## config.mk

```make
export PLATFORM = sky130hd
export DESIGN_NAME = shift_right_serializer
export DESIGN_NICKNAME = d
export VERILOG_FILES = /design/src/rtl/shift_right_serializer.sv
export SDC_FILE = /design/constraint.sdc
export NUM_CORES = 1
export LEC_CHECK = 0
export CAP_MARGIN = 10
export CORE_MARGIN = 2
export CORE_UTILIZATION = 54
export CTS_BUF_LIST = sky130_fd_sc_hd__clkbuf_2 sky130_fd_sc_hd__clkbuf_4 sky130_fd_sc_hd__clkbuf_8
export DETAILED_ROUTE_END_ITERATION = 10
export GPL_TIMING_DRIVEN = 0
export PLACE_DENSITY = 0.85
export RECOVER_POWER = 100
export SLEW_MARGIN = 20
export SYNTH_ARGS = -nofsm -noshare
export SYNTH_HDL_FRONTEND = slang
export SYNTH_SLANG_ARGS = --single-unit
```

## constraint.sdc

```tcl
create_clock -name clk -period 2.6 [get_ports clk]
set_input_delay 0.52 -clock clk [delete_from_list [all_inputs] [get_ports clk]]
set_output_delay 0.52 -clock clk [all_outputs]
set_load 0.01 [all_outputs]
```

## src/rtl/shift_right_serializer.sv

```systemverilog
// rtl/shift_right_serializer.sv - LSB-first parallel-in/serial-out shifter with load and serial handshakes.
// Optional even-parity trailer bit is enabled by defining SHIFT_RIGHT_PARITY_EN.
module shift_right_serializer #(
   parameter int WIDTH = 8
) (
   input  logic             clk,
   input  logic             rst_n,
   input  logic             load_valid,
   input  logic [WIDTH-1:0] load_data,
   output logic             load_ready,
   output logic             ser_out,
   output logic             ser_valid,
   input  logic             ser_ready,
   output logic             busy,
   output logic             done
);

   localparam int CW = $clog2(WIDTH);

   typedef enum logic [1:0] {
      S_IDLE   = 2'd0,
      S_SHIFT  = 2'd1,
      S_PARITY = 2'd2,
      S_DONE   = 2'd3
   } state_t;

   state_t           state;
   state_t           next_state;
   logic [WIDTH-1:0] shreg;
   logic [CW-1:0]    cnt;
   logic             last_bit;

`ifdef SHIFT_RIGHT_PARITY_EN
   logic             par;
`endif

   assign last_bit = (cnt == CW'(WIDTH - 1));

   always_ff @(posedge clk or negedge rst_n) begin
      if (!rst_n) begin
         state <= S_IDLE;
      end else begin
         state <= next_state;
      end
   end

   always_comb begin
      next_state = state;
      case (state)
         S_IDLE: begin
            if (load_valid) next_state = S_SHIFT;
         end
         S_SHIFT: begin
            if (ser_ready && last_bit) begin
`ifdef SHIFT_RIGHT_PARITY_EN
               next_state = S_PARITY;
`else
               next_state = S_DONE;
`endif
            end
         end
         S_PARITY: begin
            if (ser_ready) next_state = S_DONE;
         end
         S_DONE: begin
            next_state = S_IDLE;
         end
         default: next_state = S_IDLE;
      endcase
   end

   // Datapath: loads only in IDLE, advances only on an accepted beat.
   always_ff @(posedge clk or negedge rst_n) begin
      if (!rst_n) begin
         shreg <= '0;
         cnt   <= '0;
`ifdef SHIFT_RIGHT_PARITY_EN
         par   <= 1'b0;
`endif
      end else begin
         if (state == S_IDLE && load_valid) begin
            shreg <= load_data;
            cnt   <= '0;
`ifdef SHIFT_RIGHT_PARITY_EN
            par   <= ^load_data;
`endif
         end else if (state == S_SHIFT && ser_ready) begin
            shreg <= shreg >> 1;
            cnt   <= cnt + 1'b1;
         end
      end
   end

   always_comb begin
      load_ready = 1'b0;
      ser_valid  = 1'b0;
      ser_out    = 1'b0;
      busy       = 1'b0;
      done       = 1'b0;
      case (state)
         S_IDLE: begin
            load_ready = 1'b1;
         end
         S_SHIFT: begin
            ser_valid = 1'b1;
            ser_out   = shreg[0];
            busy      = 1'b1;
         end
         S_PARITY: begin
            ser_valid = 1'b1;
`ifdef SHIFT_RIGHT_PARITY_EN
            ser_out   = par;
`endif
            busy      = 1'b1;
         end
         S_DONE: begin
            done = 1'b1;
            busy = 1'b1;
         end
         default: begin
            load_ready = 1'b0;
         end
      endcase
   end

endmodule

```

==> results of run 1 <==
## cell families (layout without fill, tap and decap cells)
family	after synthesis	in the layout	synth area share, %
adder cells (fa/ha/maj)	7	7	12.2
buffers and inverters	7	27	4.01
flip-flops	13	13	45.4
AO/OA/AOI/OAI	11	11	10.8
multiplexers	9	9	13.3
AND/OR/NAND/NOR	20	20	13.1
XOR/XNOR	1	1	1.22
## cell usage after synthesis
master	n	area [um^2]
inv_1	3	11.3
buf_2	2	10.0
and2b_4	1	10.0
ha_1	7	87.6
nor2_1	1	3.75
a21oi_1	2	10.0
o21ai_0	8	40.0
nor2b_1	2	12.5
xor2_1	1	8.76
nand2_1	12	45.0
inv_2	1	3.75
and2_1	2	12.5
a2111oi_4	1	27.5
mux2_4	1	15.0
dfrtp_1	13	325
nand3_1	2	10.0
mux2i_1	8	80.1
clkbuf_1	1	3.75
## critical path, stage by stage, from the launching register on
cell and delay (ps):
dfrtp_1 450, inv_1 100, ha_1 260, and2_1 150, dlygate4sd3_1 590
## per-layer routing
metal	global-route usage (%)	wire length, um	vias to the layer above
met3	6.11	52	2
met2	37.7	771	13
met1	24.3	568	266
met5	0	0	-
met4	6.67	13	0
li1	-	-	265
## registers in the layout, indices dropped and copies added, names as in the netlist
| register | flops |
|---|---|
| shreg | 8 |
| state | 2 |
| cnt | 3 |
## area by class of cell
type,instances,area (um^2)
inverters,4,15.0
fillers,103,365
repair buffers,16,160
clock inverters,1,5.00
well taps,15,18.8
flip-flops and latches,13,325
clock buffers,3,22.5
plain buffers,3,12.5
multi-input cells,48,344
## through the flow
stage	hold WS, ps	worst slack, ps	power, W	utilization (%)
floorplan	224	902	0.000675	-
global placement	515	570	0.000816	70.6
detailed placement	526	524	0.000857	70.6
CTS	538	262	0.000979	72.8
global route	559	166	0.000993	71.2
finish	539	266	0.000925	71.2
## worst max-delay path by stage
stage / cells past startpoint / to / slack [ps] / from
global route: 4 / ser_out / 170 / state[1]
finish: 4 / ser_out / 270 / state[1]
CTS: 4 / ser_out / 260 / state[1]
floorplan: 5 / state[1] / 900 / state[0]
detailed placement: 4 / state[1] / 520 / ser_ready
global placement: 4 / state[1] / 570 / ser_ready
## power by group through the flow
stage | logic (W) | clock network (W) | registers, W
2_1_floorplan | 0.000335 | 0 | 0.000340
3_3_place_gp | 0.000465 | 0 | 0.000351
3_5_place_dp | 0.000498 | 0 | 0.000358
4_1_cts | 0.000499 | 0.000126 | 0.000354
5_1_grt | 0.000492 | 0.000137 | 0.000364
6_report | 0.000445 | 0.000124 | 0.000356
==> results.sh, run 1 <==
export IMPL_status="complete, no violations"
export IMPL_holdCritPathClass="reg2reg"
export IMPL_insertion_delay_ps=270
export IMPL_pin_count=17
export IMPL_first_iter_violations=5
export IMPL_cts_tree="yes"
export IMPL_swShare_pct=37.8
export IMPL_tightest_slew_ps=1110
export IMPL_grt_pass1_vias=502
export IMPL_cts_made_buffers=3
export IMPL_drcViolationCount=0
export IMPL_hold_buffers=0
export IMPL_root_buffer="clkbuf_4"
export IMPL_grt_overflow=0
export IMPL_syn_nets=87
export IMPL_power_density_mw_per_mm2=1020
export IMPL_crit_arrival_ps=1810
export IMPL_place_area_um2=896
export IMPL_clock_tree_buffer_depth=2
export IMPL_endpoint_kind="primary output"
export IMPL_power_switching_w=0.000349
export IMPL_ff2ff_path_depth=5
export IMPL_vias_per_cell=5.30
export IMPL_maxSlewHeadroom_pct=24.3
export IMPL_post_cts_buffers=0
export IMPL_holdPathStages=2
export IMPL_cts_max_level=1
export IMPL_wl_mm=1.41
export IMPL_synth_warnings=0
export IMPL_hold_path_end="cnt[2]"
export IMPL_final_cell_mix="dfrtp_1, nand2_1, clkdlybuf4s50_1"
export IMPL_r2r_slack_ps=270
export IMPL_grt_max_degree=14
export IMPL_synth_seq_area_share_pct=45.4
export IMPL_min_period_ps=2330
export IMPL_layout_drive_gt1_share_pct=9.09
export IMPL_min_from="cnt[2]"
export IMPL_crit_type="reg2out"
export IMPL_synth_cell_types=18
export IMPL_firstDrtPassIters=3
export IMPL_core_area_mm2=0.00127
export IMPL_antenna_found_initial=0
export IMPL_tns_ps=0
export IMPL_ant_nets=0
export IMPL_io_buffers=16
export IMPL_synthCells=68
export IMPL_p_int_w=0.000576
export IMPL_hold_viol_final=0
export IMPL_fmax_mhz=429
export IMPL_dp_hpwl_mm=1.09
export IMPL_syn_avg_cell_area_um2=10.5
export IMPL_start_kind="register"
export IMPL_fp_dieArea_mm2=0.00163
export IMPL_die_y_um=40.4
export IMPL_stdcell_count=103
export IMPL_p_leak_nw=0.454
export IMPL_seq_power_share_pct=38.5
export IMPL_final_common_cell="dfrtp_1"
export IMPL_nets=108
export IMPL_cap_viol_max_count=0
export IMPL_slew_viol_final=0
export IMPL_fin_skew_ps=4.17
export IMPL_ys_seq_elements=13
export IMPL_grt_usage_pct=21.3
export IMPL_p_clk_share_pct=13.4
export IMPL_synth_area_um2=717
export IMPL_period_share_pct=89.8
export IMPL_crit_required_ps=2080
export IMPL_cts_resized=0
export IMPL_p_comb_share_pct=48.1
export IMPL_area_growth_pct=26.0
export IMPL_finalSetupViolCount=0
export IMPL_place_congestion=0.760
export IMPL_die_x_um=40.4
export IMPL_vdd_drop_max_uv=655
export IMPL_diodes=0
export IMPL_cts_clk_slew_worst_paths_ps=80
export IMPL_crit_fanout=6
export IMPL_vias=546
export IMPL_dp_cells=99
export IMPL_wl_per_cell_um=13.7
export IMPL_clock_sinks=13
export IMPL_grt_pass1_wl_mm=2.24
export IMPL_rsz0062_at_grt="false"
export IMPL_final_area_um2=903
export IMPL_rows=13
export IMPL_r2r_end="state[1]"
export IMPL_r2r_start="state[0]"
export IMPL_initial_core_util_pct=56.5
Power figures use the tool's default switching activity.
==> inputs of run 2 (changes only) <==
--- a/config.mk
+++ b/config.mk
@@ -13,6 +13,7 @@
 export GPL_TIMING_DRIVEN = 0
 export PLACE_DENSITY = 0.85
 export RECOVER_POWER = 100
+export REMOVE_ABC_BUFFERS = 1
 export SLEW_MARGIN = 20
 export SYNTH_ARGS = -nofsm -noshare
 export SYNTH_HDL_FRONTEND = slang
==> results.sh, run 2 (synthesized netlist as in run 1, its figures left out) <==
export IMPL_status="complete, no violations"
export IMPL_final_common_cell="dfrtp_1"
export IMPL_rows=13
export IMPL_grt_pass1_wl_mm=1.86
export IMPL_cts_tree="yes"
export IMPL_min_from="cnt[2]"
export IMPL_p_comb_share_pct=46.9
export IMPL_slew_viol_final=0
export IMPL_ff2ff_path_depth=5
export IMPL_r2r_slack_ps=420
export IMPL_post_cts_buffers=0
export IMPL_start_kind="register"
export IMPL_seq_area_um2=325
export IMPL_largestRegisters="shreg x8, cnt x3, state x2"
export IMPL_cap_viol_max_count=0
export IMPL_regMostFlops="shreg"
export IMPL_min_period_ps=2300
export IMPL_endpoint="ser_out"
export IMPL_fin_skew_ps=1.52
export IMPL_finalSetupViolCount=0
export IMPL_io_buffers=16
export IMPL_vias=511
export IMPL_fmax_mhz=435
export IMPL_drcViolationCount=0
export IMPL_core_area_mm2=0.00127
export IMPL_antenna_found_initial=0
export IMPL_maxSlewHeadroom_pct=35.3
export IMPL_tightest_slew_ps=946
export IMPL_startpoint="state[1]"
export IMPL_wl_per_cell_um=11.6
export IMPL_vias_per_cell=5.11
export IMPL_initial_core_util_pct=56.5
export IMPL_crit_type="reg2out"
export IMPL_crit_cells=4
export IMPL_grt_pass1_vias=429
export IMPL_grt_max_degree=20
export IMPL_hold_ws_ps=543
export IMPL_cp_top_family="buffers and inverters"
export IMPL_dp_hpwl_um=903
export IMPL_power_switching_w=0.000321
export IMPL_crit_buf_inv=2
export IMPL_crit_arrival_ps=1780
export IMPL_vdd_drop_max_uv=586
export IMPL_ant_nets=0
export IMPL_slowest_delay_ps=590
export IMPL_layout_drive_gt1_share_pct=8.24
export IMPL_rsz0062_at_grt="false"
export IMPL_insertion_delay_ps=270
export IMPL_final_cell_mix="dfrtp_1, nand2_1, clkdlybuf4s50_1"
export IMPL_grt_overflow=0
export IMPL_r2r_start="state[0]"
export IMPL_period_share_pct=88.4
export IMPL_area_growth_pct=24.6
export IMPL_largest_register_ffs=8
export IMPL_crit_path_cell_trace="inv_1 -> ha_1 -> and2_1 -> dlygate4sd3_1"
export IMPL_clock_tree_buffer_depth=2
export IMPL_hold_buffers=0
export IMPL_place_congestion=0.633
export IMPL_cp_slowest_cell="dlygate4sd3_1"
export IMPL_crit_required_ps=2080
export IMPL_endpoint_kind="primary output"
export IMPL_wl_mm=1.16
export IMPL_diodes=0
export IMPL_seq_power_share_pct=38.8
export IMPL_first_iter_violations=9
export IMPL_power_density_mw_per_mm2=1010
export IMPL_p_int_w=0.000585
export IMPL_root_buffer="clkbuf_4"
export IMPL_nets=105
export IMPL_grt_usage_pct=18.3
export IMPL_cts_clk_slew_worst_paths_ps=70
export IMPL_cts_resized=0
export IMPL_hold_viol_final=0
export IMPL_firstDrtPassIters=4
export IMPL_r2r_end="state[1]"
export IMPL_p_clk_share_pct=14.3
export IMPL_clock_sinks=13
export IMPL_fillers=92
export IMPL_cts_max_level=1
export IMPL_crit_fanout=6
export IMPL_die_x_um=40.4
export IMPL_fp_dieArea_mm2=0.00163
export IMPL_holdCritPathClass="reg2reg"
export IMPL_tns_ps=0
export IMPL_multi_input_area_um2=344
export IMPL_cts_made_buffers=3
export IMPL_swShare_pct=35.4
export IMPL_die_y_um=40.4
export IMPL_pin_count=17
export IMPL_p_leak_nw=0.449
[run 2: worst min path at each step]
stage	to	slack, ps	cells after the start
after floorplan	cnt[0]	220	0
after global placement	cnt[1]	520	2
after detailed placement	cnt[2]	530	2
after CTS	cnt[2]	540	2
after global routing	cnt[2]	580	2
final	cnt[2]	540	2
[run 2: stage by stage]
stage | instances | total power (W) | cell area, um^2 | worst slack (ps) | util, %
after floorplan | 65 | 0.000667 | 703 | 902 | -
after global placement | 96 | 0.000804 | 882 | 558 | 69.5
after detailed placement | 96 | 0.000837 | 882 | 539 | 69.5
after CTS | 100 | 0.000972 | 912 | 272 | 71.9
after global routing | 100 | 0.000994 | 893 | 188 | 70.4
final | 100 | 0.000906 | 893 | 302 | 70.4
[run 2: power groups by stage]
| stage | Clock [W] | Sequential (W) | Combinational [W] |
|---|---|---|---|
| finish | 0.000130 | 0.000351 | 0.000425 |
| global route | 0.000150 | 0.000362 | 0.000481 |
| CTS | 0.000138 | 0.000352 | 0.000482 |
| detailed placement | 0 | 0.000356 | 0.000481 |
| global placement | 0 | 0.000349 | 0.000455 |
| floorplan | 0 | 0.000340 | 0.000327 |
[run 2: area by class of cell]
cell class,instances,share of cell area [%]
clock buffers,4,3.36
inverters,4,1.68
multi-input cells,48,38.5
flip-flops and latches,13,36.4
well taps,15,2.10
repair buffers,16,17.9
[run 2: tightest hold or removal path: cells and delay by family, from the launching register on]
family / cells / cell delay (ps)
flip-flops: 1 / 380
AO/OA/AOI/OAI: 1 / 60
AND/OR/NAND/NOR: 1 / 60
[run 2: per-layer routing]
| layer | wire length, um | up-vias | part of all wire, % | track usage (%) |
|---|---|---|---|---|
| met5 | 0 | - | 0 | 0 |
| met4 | 0 | 0 | 0 | 10.0 |
| met3 | 45 | 0 | 3.9 | 5.00 |
| met2 | 580 | 11 | 50 | 26.2 |
| met1 | 529 | 238 | 46 | 24.8 |
| li1 | - | 262 | - | - |
